## config.mk

```make
export PLATFORM = sky130hd
export DESIGN_NAME = eeprom_ctrl
export DESIGN_NICKNAME = d
export VERILOG_FILES = /design/src/rtl/eeprom_ctrl.sv
export SDC_FILE = /design/constraint.sdc
export NUM_CORES = 1
export LEC_CHECK = 0
export BUFFER_PORTS_ARGS = -buffer_cell sky130_fd_sc_hd__buf_2
export CAP_MARGIN = 15
export CORE_MARGIN = 2
export CORE_UTILIZATION = 47
export CTS_CLUSTER_DIAMETER = 50
export CTS_CLUSTER_SIZE = 24
export DETAILED_ROUTE_END_ITERATION = 7
export PLACE_DENSITY = 0.75
export SYNTH_ARGS = -nofsm -noshare
export SYNTH_HDL_FRONTEND = slang
export SYNTH_SLANG_ARGS = --single-unit
```

## constraint.sdc

```tcl
create_clock -name clk -period 2.1 [get_ports clk]
set_input_delay 0.21 -clock clk [delete_from_list [all_inputs] [get_ports clk]]
set_output_delay 0.21 -clock clk [all_outputs]
set_load 0.005 [all_outputs]
```

## src/rtl/eeprom_ctrl.sv

```systemverilog
// eeprom_ctrl: turns valid/ready requests into timed ce_n/oe_n/we_n strobe sequences for a 2K x 8 parallel EEPROM.
// Optional write read-back verify is enabled by defining EEPROM_CTRL_WR_VERIFY_EN.
module eeprom_ctrl #(
  parameter int ADDR_W    = 11,
  parameter int DATA_W    = 8,
  parameter int SETUP_CYC = 1,
  parameter int PULSE_CYC = 2,
  parameter int HOLD_CYC  = 1,
  parameter int READ_CYC  = 2
) (
  input  logic              clk,
  input  logic              rst,
  input  logic              req_valid,
  output logic              req_ready,
  input  logic              req_we,
  input  logic [ADDR_W-1:0] req_addr,
  input  logic [DATA_W-1:0] req_wdata,
  output logic              done,
  output logic [DATA_W-1:0] rdata,
  output logic              err,
  output logic              ce_n,
  output logic              oe_n,
  output logic              we_n,
  output logic [ADDR_W-1:0] addr,
  output logic [DATA_W-1:0] data_out,
  output logic              data_oe,
  input  logic [DATA_W-1:0] data_in
);

  localparam int MAX_AB  = (SETUP_CYC > PULSE_CYC) ? SETUP_CYC : PULSE_CYC;
  localparam int MAX_CD  = (HOLD_CYC > READ_CYC) ? HOLD_CYC : READ_CYC;
  localparam int MAX_CYC = (MAX_AB > MAX_CD) ? MAX_AB : MAX_CD;
  localparam int CNT_W   = $clog2(MAX_CYC) + 1;

  localparam logic [CNT_W-1:0] SETUP_LD = CNT_W'(SETUP_CYC - 1);
  localparam logic [CNT_W-1:0] PULSE_LD = CNT_W'(PULSE_CYC - 1);
  localparam logic [CNT_W-1:0] HOLD_LD  = CNT_W'(HOLD_CYC - 1);
  localparam logic [CNT_W-1:0] READ_LD  = CNT_W'(READ_CYC - 1);

`ifdef EEPROM_CTRL_WR_VERIFY_EN
  typedef enum logic [2:0] {IDLE, W_SETUP, W_PULSE, W_HOLD, R_ACCESS, V_READ} state_t;
`else
  typedef enum logic [2:0] {IDLE, W_SETUP, W_PULSE, W_HOLD, R_ACCESS} state_t;
`endif

  state_t           state, nxt;
  logic [CNT_W-1:0] cnt, cnt_nxt;
  logic             accept, finish, sample;
  logic             ce_d, oe_d, we_d, drv_d;
`ifdef EEPROM_CTRL_WR_VERIFY_EN
  logic             verify;
`endif

  assign req_ready = (state == IDLE);

  always_comb begin
    nxt     = state;
    cnt_nxt = cnt - 1'b1;
    accept  = 1'b0;
    finish  = 1'b0;
    sample  = 1'b0;
`ifdef EEPROM_CTRL_WR_VERIFY_EN
    verify  = 1'b0;
`endif
    case (state)
      IDLE: begin
        cnt_nxt = cnt;
        if (req_valid) begin
          accept = 1'b1;
          if (req_we) begin
            nxt     = W_SETUP;
            cnt_nxt = SETUP_LD;
          end else begin
            nxt     = R_ACCESS;
            cnt_nxt = READ_LD;
          end
        end
      end
      W_SETUP: if (cnt == '0) begin
        nxt     = W_PULSE;
        cnt_nxt = PULSE_LD;
      end
      W_PULSE: if (cnt == '0) begin
        nxt     = W_HOLD;
        cnt_nxt = HOLD_LD;
      end
      W_HOLD: if (cnt == '0) begin
`ifdef EEPROM_CTRL_WR_VERIFY_EN
        nxt     = V_READ;
        cnt_nxt = READ_LD;
`else
        nxt     = IDLE;
        finish  = 1'b1;
`endif
      end
      R_ACCESS: if (cnt == '0) begin
        nxt    = IDLE;
        finish = 1'b1;
        sample = 1'b1;
      end
`ifdef EEPROM_CTRL_WR_VERIFY_EN
      V_READ: if (cnt == '0) begin
        nxt    = IDLE;
        finish = 1'b1;
        sample = 1'b1;
        verify = 1'b1;
      end
`endif
      default: nxt = IDLE;
    endcase
  end

  // Pins are decoded from the next state and registered, so each strobe lines up with its state.
  always_comb begin
    ce_d  = 1'b1;
    oe_d  = 1'b1;
    we_d  = 1'b1;
    drv_d = 1'b0;
    case (nxt)
      W_SETUP, W_HOLD: begin
        ce_d  = 1'b0;
        drv_d = 1'b1;
      end
      W_PULSE: begin
        ce_d  = 1'b0;
        we_d  = 1'b0;
        drv_d = 1'b1;
      end
      R_ACCESS: begin
        ce_d = 1'b0;
        oe_d = 1'b0;
      end
`ifdef EEPROM_CTRL_WR_VERIFY_EN
      V_READ: begin
        ce_d = 1'b0;
        oe_d = 1'b0;
      end
`endif
      default: ;
    endcase
  end

  always_ff @(posedge clk or posedge rst) begin
    if (rst) begin
      state    <= IDLE;
      cnt      <= '0;
      ce_n     <= 1'b1;
      oe_n     <= 1'b1;
      we_n     <= 1'b1;
      data_oe  <= 1'b0;
      addr     <= '0;
      data_out <= '0;
      rdata    <= '0;
      done     <= 1'b0;
      err      <= 1'b0;
    end else begin
      state   <= nxt;
      cnt     <= cnt_nxt;
      ce_n    <= ce_d;
      oe_n    <= oe_d;
      we_n    <= we_d;
      data_oe <= drv_d;
      done    <= finish;
      if (accept) addr <= req_addr;
      if (accept && req_we) data_out <= req_wdata;
      if (sample) rdata <= data_in;
`ifdef EEPROM_CTRL_WR_VERIFY_EN
      // data_out still holds the latched write data during the read-back.
      err <= verify && (data_in != data_out);
`else
      err <= 1'b0;
`endif
    end
  end

endmodule
```

==> impl_metrics.tcl, run 1 <==
set metrics [dict create \
    status "complete, no violations" \
    crit_fanout 8 \
    whs_path_depth 2 \
    maxCapViolations 0 \
    antenna_left 0 \
    max_stage_delay_ps 430 \
    place_hpwl_microns 2290 \
    syn_avg_cell_area_sq_um 13.9 \
    reg2reg_to "rdata[6]$_DFFE_PP0P_" \
    fin_nets 216 \
    vias 1118 \
    ctsHoldBuffers 1 \
    dr.pass1.iters 4 \
    ys_warn_count 0 \
    synth_seq_area_share_pct 58.2 \
    power.total_mw 2.94 \
    clk_pin_slew_ps 110 \
    initial_utilization_pct 48.3 \
    grt_util_all_layers_pct 17.8 \
    htree_levels 2 \
    ios 65 \
    ys_ff_latch 37 \
    ff2ff_path_depth 4 \
    antenna_found_initial 0 \
    setup.worst_path.start_class "flop" \
    rsz0062_at_grt "false" \
    grt-ovfl-total 0 \
    rrSetupSlack_ps 350 \
    critPathCaptureType "flop" \
    ctsResizeCount 0 \
    port_buffers 63 \
    ys.flop_type "dfrtp_1" \
    fin_util_pct 60.7 \
    skew_ps 11.1 \
    netlist_area_sq_um 1600 \
    synth.distinct_cells 35 \
    synthTopCellsByCount "dfrtp_1 (34), mux2_2 (26), inv_1 (4), nand2_1 (4)" \
    syn-num-nets 149 \
    crit_arrival_ps 1980 \
    die_w_microns 62.3 \
    critPathKind "reg -> reg" \
    crit_chain "inv_1, ha_1, and3_1, mux2_2" \
    r2r-start "cnt[0]$_DFFE_PP0P_" \
    met2_usage_pct 27.7 \
    area_growth_pct 25.7 \
    die-area_sq_um 3880 \
    place_inst 220 \
    wl_microns 3030 \
    final.period_utilization_pct 83.3 \
    grt_max_degree 38 \
    min-delay-path-class "in -> reg" \
    drv_slew 0 \
    netlist.top_cell.by_area "dfrtp_1" \
    rows 21 \
    peakVddDrop_mv 0.501 \
    grt_pass1_wl_microns 5260 \
    fin_tns_setup_ps 0 \
    drc_errors 0 \
    post-cts-setup-buffers 0 \
    min_to "rdata[4]$_DFFE_PP0P_" \
    die-height_microns 62.3 \
    gp_congestion 0.797 \
    worst_slew_pin_slew_ps 504 \
    cts_root_buffer "clkbuf_4" \
    timing.final.hold_violations 0 \
    pre_cts_ws_ps 351 \
    cts_tree "built" \
    drive_gt1_share_pct 57.9 \
    clkSinkCount 37 \
    postSynthCellCount 115 \
    cts_made_buffers 5 \
    met3_usage_pct 6.88 \
    initialDrtViolationCount 19 \
    slew_headroom_pct 66.4 \
    routedWlPerCell_microns 13.2 \
    busiest_layer "met2" \
    setup_viol 0 \
    use_met1_pct 22.4 \
    hold_start "data_in[4]" \
    fin_cells 229 \
    p_leak_nw 1.01 \
    ys_async_sr_fraction_pct 100 \
    power_density_nw_per_um2 1470 \
    slowest_stage "dfrtp_1" \
    n_antenna_cell 0 \
    synth_edf_count 0 \
    clockBufferDepth 2 \
    yosysMostFrequentCell "dfrtp_1" \
    coreArea_sq_um 3310 \
    fmax_ghz 0.572 \
    crit_required_ps 2330 \
    final.min_clock_period_ps 1750 \
    setup_ws_ps 351 \
    worstSkewPairLatency_ps 340 \
    grt_pass1_vias 1104 \
    yosysTopAreaCellShare_pct 53.2 \
    via_per_inst 4.88 \
    synth_area_leaders "dfrtp_1 (53%), mux2_2 (18%), dfstp_2 (4.9%)" \
]
-- stage by stage --
stage	hold WS, ps	instance area, sq um
6_report	88.4	2010
5_1_grt	68.6	2010
4_1_cts	71.0	2010
3_5_place_dp	355	1950
3_3_place_gp	325	1950
2_1_floorplan	359	1600
-- worst max-delay path: cells and delay by family (launching register included) --
kind	cells	cell delay [ps]
DFF	1	430
adders and majority gates	1	300
buffers and inverters	1	110
muxes	1	380
and+or+nand+nor	1	420
-- sequential cells by signal, indices dropped and copies added (netlist names), 2 cells and up --
signal	flops
addr	11
data_out	8
rdata	8
state	3
cnt	2
-- how the worst max path moves through the flow --
| stage | from | slack, ps | cells after the start | end |
|---|---|---|---|---|
| 2_1_floorplan | cnt[0]$_DFFE_PP0P_ | 600 | 5 | rdata[0]$_DFFE_PP0P_ |
| 3_3_place_gp | state[1]$_DFF_PP0_ | 430 | 3 | rdata[3]$_DFFE_PP0P_ |
| 3_5_place_dp | cnt[0]$_DFFE_PP0P_ | 350 | 4 | rdata[6]$_DFFE_PP0P_ |
| 4_1_cts | cnt[0]$_DFFE_PP0P_ | 340 | 4 | rdata[5]$_DFFE_PP0P_ |
| 5_1_grt | state[1]$_DFF_PP0_ | 220 | 3 | rdata[6]$_DFFE_PP0P_ |
| 6_report | cnt[0]$_DFFE_PP0P_ | 350 | 4 | rdata[6]$_DFFE_PP0P_ |
-- per-layer routing --
layer  vias to the layer above  share of wire (%)
li1                        532                  -
met1                       539                 43
met2                        41                 48
met3                         6                6.9
met4                         0                1.9
met5                         -                  0
-- final cells by class --
class                   count  area (sq um)
fillers                   285          1300
flip-flops and latches     37           930
multi-input cells          67           607
repair buffers             67           348
well taps                  46          57.6
clock buffers               6          41.3
inverters                   4          15.0
clock inverters             2          10.0
-- report_power, final --
group          leakage (nW)  internal [mW]  switching [mW]
Sequential            0.441           1.08           0.246
Clock                0.0320          0.128           0.224
Combinational         0.536          0.730           0.534
Total                  1.01           1.94            1.00
-- logic make-up (layout without fill, tap and decap cells) --
logic type	Yosys count	after routing	synth area share [%]
compound gates	14	14	6.11
fa+ha+maj	3	3	2.35
buf+inv	11	79	3.84
simple gates	18	18	7.67
mux	29	29	20.5
xor+xnor	2	2	1.10
other cells	1	1	0.235
flops	37	37	58.2
-- cell usage in the layout, fill, tap and decap left out, types with 2 or more instances in the layout --
| master | instances |
|---|---|
| clkinv_2 | 2 |
| buf_4 | 3 |
| o31ai_1 | 2 |
| clkbuf_4 | 5 |
| o21ai_0 | 3 |
| inv_1 | 4 |
| a2bb2oi_1 | 2 |
| mux2i_1 | 2 |
| buf_2 | 63 |
| mux2_2 | 26 |
| nand2_1 | 4 |
| nand2b_1 | 3 |
| a21oi_1 | 2 |
| dfstp_2 | 3 |
| and3_1 | 2 |
| ha_1 | 3 |
| dfrtp_1 | 34 |
Power figures use the tool's default switching activity.
==> run 2: changes to the inputs <==
CORE_UTILIZATION = 43   (was 47)
PLACE_DENSITY = 0.72   (was 0.75)
clock period = 1.6 ns   (was 2.1 ns; I/O delays follow)
==> run 2 against run 1 <==
Compared with the run above:
- worst hold slack gained 20 ps
- clock skew shrank 6.4 ps
- count of clock-buffer cells in the layout grew 1
- die area grew 8.7%
- global-route usage shrank 1.7 points
- non-clock buffer count grew 4
- fmax grew 15%
- combinational power grew 44%
- power grew 39%
- wire length grew 5.8%
- via count grew 0.45%
- first-iteration DRC count grew 21%
==> impl_metrics.tcl, run 2 (synthesis results as in run 1) <==
set metrics [dict create \
    die-height_microns 65.0 \
    coreArea_sq_um 3610 \
    peakVddDrop_mv 0.718 \
    initial_utilization_pct 44.3 \
    status "complete, no violations" \
    hold_start "req_wdata[6]" \
    cts_tree "built" \
    final_cell_area_sq_um 2080 \
    cts_made_buffers 5 \
    drc_errors 0 \
    setup_ws_ps 84.0 \
    skew_ps 4.67 \
    setup_viol 0 \
    gp_congestion 0.894 \
    crit_required_ps 1760 \
    final.period_utilization_pct 94.7 \
    clkSinkCount 37 \
    grt_pass1_vias 1166 \
    antenna_found_initial 0 \
    multi_input_area_sq_um 608 \
    startpoint "state[0]$_DFF_PP0_" \
    grt-ovfl-total 0 \
    post-cts-setup-buffers 0 \
    n_antenna_cell 0 \
    worstSkewPairLatency_ps 280 \
    layout_common_cells "buf_2 (63), dfrtp_1 (34), mux2_2 (26)" \
    r2r-start "state[0]$_DFF_PP0_" \
    crit_fanout 11 \
    die-area_sq_um 4220 \
    critPathCaptureType "flop" \
    area_growth_pct 29.9 \
    antenna_left 0 \
    endpoint "addr[1]$_DFFE_PP0P_" \
    cts_root_buffer "clkbuf_8" \
    ios 65 \
    setup.worst_path.start_class "flop" \
    rows 22 \
    layout_commonest_cell "buf_2" \
    clockBufferDepth 2 \
    grt_util_all_layers_pct 16.1 \
    max_stage_delay_ps 450 \
    maxCapViolations 0 \
    clk_pin_slew_ps 70 \
    placed_area_sq_um 1980 \
    crit_cells 3 \
    seq_area_sq_um 930 \
    vias 1123 \
    p_leak_nw 1.04 \
    critPathKind "reg -> reg" \
    drive_gt1_share_pct 58.8 \
    power_density_nw_per_um2 1970 \
    top_register "addr" \
    largestRegisters "addr x11, data_out x8, rdata x8" \
    slowest_stage "dfrtp_1" \
    place_hpwl_microns 2460 \
    final.min_clock_period_ps 1520 \
    critPathBufInv 1 \
    grt_pass1_wl_microns 5230 \
    timing.final.hold_violations 0 \
    htree_levels 2 \
    min-delay-path-class "in -> reg" \
    dr.pass1.iters 3 \
    port_buffers 63 \
    crit_chain "nor4b_4, buf_6, mux2_2" \
    fin_nets 220 \
    fmax_ghz 0.660 \
    pre_cts_ws_ps 45.1 \
    wl_microns 3200 \
    crit_arrival_ps 1670 \
    die_w_microns 65.0 \
    ff2ff_path_depth 3 \
    largest_reg_flops 11 \
    grt_max_degree 38 \
    rrSetupSlack_ps 80 \
    routedWlPerCell_microns 13.6 \
    path_delay_family "flip-flops" \
    initialDrtViolationCount 23 \
    reg2reg_to "addr[1]$_DFFE_PP0P_" \
    drv_slew 0 \
    nFillCells 327 \
    via_per_inst 4.78 \
]
[run 2: worst register-to-register path, delay by kind of cell, from the launching register on]
kind | cells | cell delay, ps
DFF | 1 | 450
and+or+nand+nor | 1 | 390
muxes | 1 | 350
buffers and inverters | 1 | 210
[run 2: repair_timing]
| item | in CTS | in global routing |
|---|---|---|
| setup endpoints to repair | 0 | 18 |
| endpoints found under the hold margin | 34 | 0 |
| resized for setup | 0 | 2 |
| hold buffers | 1 | 0 |
[run 2: worst min-delay path by stage]
| stage | slack [ps] | cells after the start | end |
|---|---|---|---|
| 6_report | 110 | 2 | data_out[6]$_DFFE_PP0P_ |
| 5_1_grt | 90 | 2 | data_out[4]$_DFFE_PP0P_ |
| 4_1_cts | 100 | 2 | data_out[6]$_DFFE_PP0P_ |
| 3_5_place_dp | 290 | 3 | data_out[5]$_DFFE_PP0P_ |
| 3_3_place_gp | 280 | 3 | rdata[2]$_DFFE_PP0P_ |
| 2_1_floorplan | 310 | 1 | data_out[5]$_DFFE_PP0P_ |
[run 2: where the power goes]
part	internal [mW]	switching, mW
logic	1.03	0.787
registers	1.43	0.256
clock network	0.305	0.289
[run 2: per-layer routing]
layer  GRT usage [%]  share of wire (%)  vias to the layer above
met4            6.65               0.84                        0
met5               0                  0                        -
met1            18.8                 40                      542
met2            29.0                 53                       38
li1                -                  -                      541
met3            2.95                5.4                        2
[run 2: area by class of cell]
| class | instances | area share [%] |
|---|---|---|
| well taps | 48 | 2.89 |
| inverters | 4 | 0.723 |
| repair buffers | 71 | 18.4 |
| clock inverters | 1 | 0.241 |
| clock buffers | 7 | 3.68 |
| flip-flops and latches | 37 | 44.8 |
| multi-input cells | 67 | 29.3 |
[run 2: through the flow]
step / instances / hold slack, ps / TNS, ps / utilization (%) / power, mW
after floorplan: 115 / 309 / 0 / - / 2.81
final: 235 / 108 / 0 / 57.6 / 4.09
after global routing: 235 / 94.8 / -13.0 / 57.6 / 4.44
after global placement: 226 / 277 / 0 / 54.9 / 3.44
after detailed placement: 226 / 292 / 0 / 54.9 / 3.53
after CTS: 235 / 98.6 / 0 / 57.4 / 4.14
==> run 3: changes to the inputs <==
--- a/config.mk
+++ b/config.mk
@@ -8,5 +8,4 @@
 export BUFFER_PORTS_ARGS = -buffer_cell sky130_fd_sc_hd__buf_2
 export CAP_MARGIN = 15
-export CORE_MARGIN = 2
 export CORE_UTILIZATION = 43
 export CTS_CLUSTER_DIAMETER = 50
==> constraint.sdc (replaced) <==
create_clock -name clk -period 1.6 [get_ports clk]
set_input_delay 0.16 -clock clk [delete_from_list [all_inputs] [get_ports clk]]
set_output_delay 0.16 -clock clk [all_outputs]
set_load 0.1 [all_outputs]
==> run 3 against run 2 <==
Compared with the run above:
- register-to-register slack hardly changed
- fmax is 0.93% lower
- flip-flop and latch count unchanged
- worst hold slack worse by 7.0 ps
- highest routed layer unchanged
==> impl_metrics.tcl, run 3 (synthesis results as in run 1) <==
set metrics [dict create \
    status "complete, no violations" \
    routedWlPerCell_microns 13.3 \
    antenna_found_initial 0 \
    crit_cells 3 \
    crit_chain "buf_4, nor3_4, buf_12" \
    die-height_microns 63.0 \
    largestRegisters "addr x11, data_out x8, rdata x8" \
    placed_area_sq_um 2010 \
    fin_util_pct 62.2 \
    min-delay-path-class "in -> reg" \
    crit_fanout 10 \
    wl_met3_microns 188 \
    drc_errors 0 \
    cts_made_buffers 5 \
    critPathKind "reg -> out" \
    r2r-start "cnt[0]$_DFFE_PP0P_" \
    antenna_left 0 \
    clkSinkCount 37 \
    grt_pass1_vias 1210 \
    die_w_microns 63.0 \
    initialDrtViolationCount 32 \
    final.min_clock_period_ps 1530 \
    fin_tns_setup_ps 0 \
    rows 21 \
    setup_ws_ps 69.7 \
    grt_pass1_wl_microns 5270 \
    final.period_utilization_pct 95.6 \
    critPathBufInv 2 \
    startpoint "state[1]$_DFF_PP0_" \
    drv_slew 0 \
    dr.pass1.iters 4 \
    met2_length_microns 1670 \
    drive_gt1_share_pct 60.6 \
    slowest_stage "dfrtp_2" \
    maxCapViolations 0 \
    rrSetupSlack_ps 70 \
    whs_path_depth 2 \
    grt-ovfl-total 0 \
    via_per_inst 4.83 \
    worstSkewPairLatency_ps 280 \
    htree_levels 2 \
    coreArea_sq_um 3440 \
    max_stage_delay_ps 470 \
    clockBufferDepth 2 \
    top_register "addr" \
    area_growth_pct 34.1 \
    largest_reg_flops 11 \
    highest_layer "met4" \
    place_hpwl_microns 2410 \
    gp_congestion 0.783 \
    endpoint "req_ready" \
    skew_ps 5.84 \
    reg2reg_to "rdata[1]$_DFFE_PP0P_" \
    cts_tree "built" \
    crit_arrival_ps 1370 \
    wl_microns 3120 \
    vias 1131 \
    nFillCells 279 \
    clk_pin_slew_ps 70 \
    n_antenna_cell 0 \
    cts_root_buffer "clkbuf_8" \
    ff2ff_path_depth 4 \
    setup.worst_path.start_class "flop" \
    ios 65 \
    grt_max_degree 38 \
    path_delay_family "flip-flops" \
    layout_commonest_cell "buf_2" \
    m1WireLength_microns 1200 \
    grt_util_all_layers_pct 17.4 \
    layout_common_cells "buf_2 (62), dfrtp_1 (33), mux2_2 (26)" \
    initial_utilization_pct 46.4 \
    crit_required_ps 1440 \
    die-area_sq_um 3960 \
    setup_viol 0 \
    timing.final.hold_violations 0 \
    port_buffers 63 \
    fmax_ghz 0.653 \
    fin_nets 221 \
    rsz0062_at_grt "false" \
    pre_cts_ws_ps 67.6 \
    critPathCaptureType "output port" \
    final_cell_area_sq_um 2140 \
]
## run 3: how the worst min path moves through the flow
| stage | from | to |
|---|---|---|
| 2_1_floorplan | req_wdata[5] | data_out[5]$_DFFE_PP0P_ |
| 3_3_place_gp | rst | addr[5]$_DFFE_PP0P_ |
| 3_5_place_dp | rst | addr[7]$_DFFE_PP0P_ |
| 4_1_cts | req_wdata[4] | data_out[4]$_DFFE_PP0P_ |
| 5_1_grt | data_in[2] | rdata[2]$_DFFE_PP0P_ |
| 6_report | req_wdata[4] | data_out[4]$_DFFE_PP0P_ |
## run 3: layout make-up
cell class	instances	area [sq um]	area share, %
Multi-Input combinational cell	67	618	28.9
Tap cell	46	57.6	2.69
Sequential cell	37	931	43.5
Clock inverter	2	37.5	1.75
Inverter	4	15.0	0.701
Clock buffer	6	82.6	3.86
Timing Repair Buffer	72	400	18.7
## run 3: per-layer routing
metal | up-vias | global-route usage (%)
li1 | 539 | -
met4 | 0 | 9.30
met3 | 7 | 4.38
met5 | - | 0
met2 | 46 | 31.2
met1 | 539 | 18.6
## run 3: per-stage QoR
stage,cells,hold WS (ps)
final,234,101
after global routing,234,94.0
after detailed placement,225,285
after floorplan,115,309
after CTS,234,92.3
after global placement,225,278
## run 3: worst register-to-register path: cells and delay by family (launching register included)
| kind | cells | cell delay (ps) |
|---|---|---|
| AND/OR/NAND/NOR | 1 | 360 |
| buffers and inverters | 1 | 90 |
| adder cells (fa/ha/maj) | 1 | 180 |
| multiplexers | 1 | 380 |
| flip-flops | 1 | 410 |
## run 3: repair_timing
item / 4_1_cts / 5_1_grt
gates resized for setup: 0 / 1
hold buffers: 1 / 0
setup endpoints to repair: 0 / 1
buffers inserted: 0 / 0
hold endpoints to repair: 34 / 0
Power of run 3 is left out: the tool's default activity adds up to more than one toggle a clock period on the data nets, which glitch-free logic cannot reach.
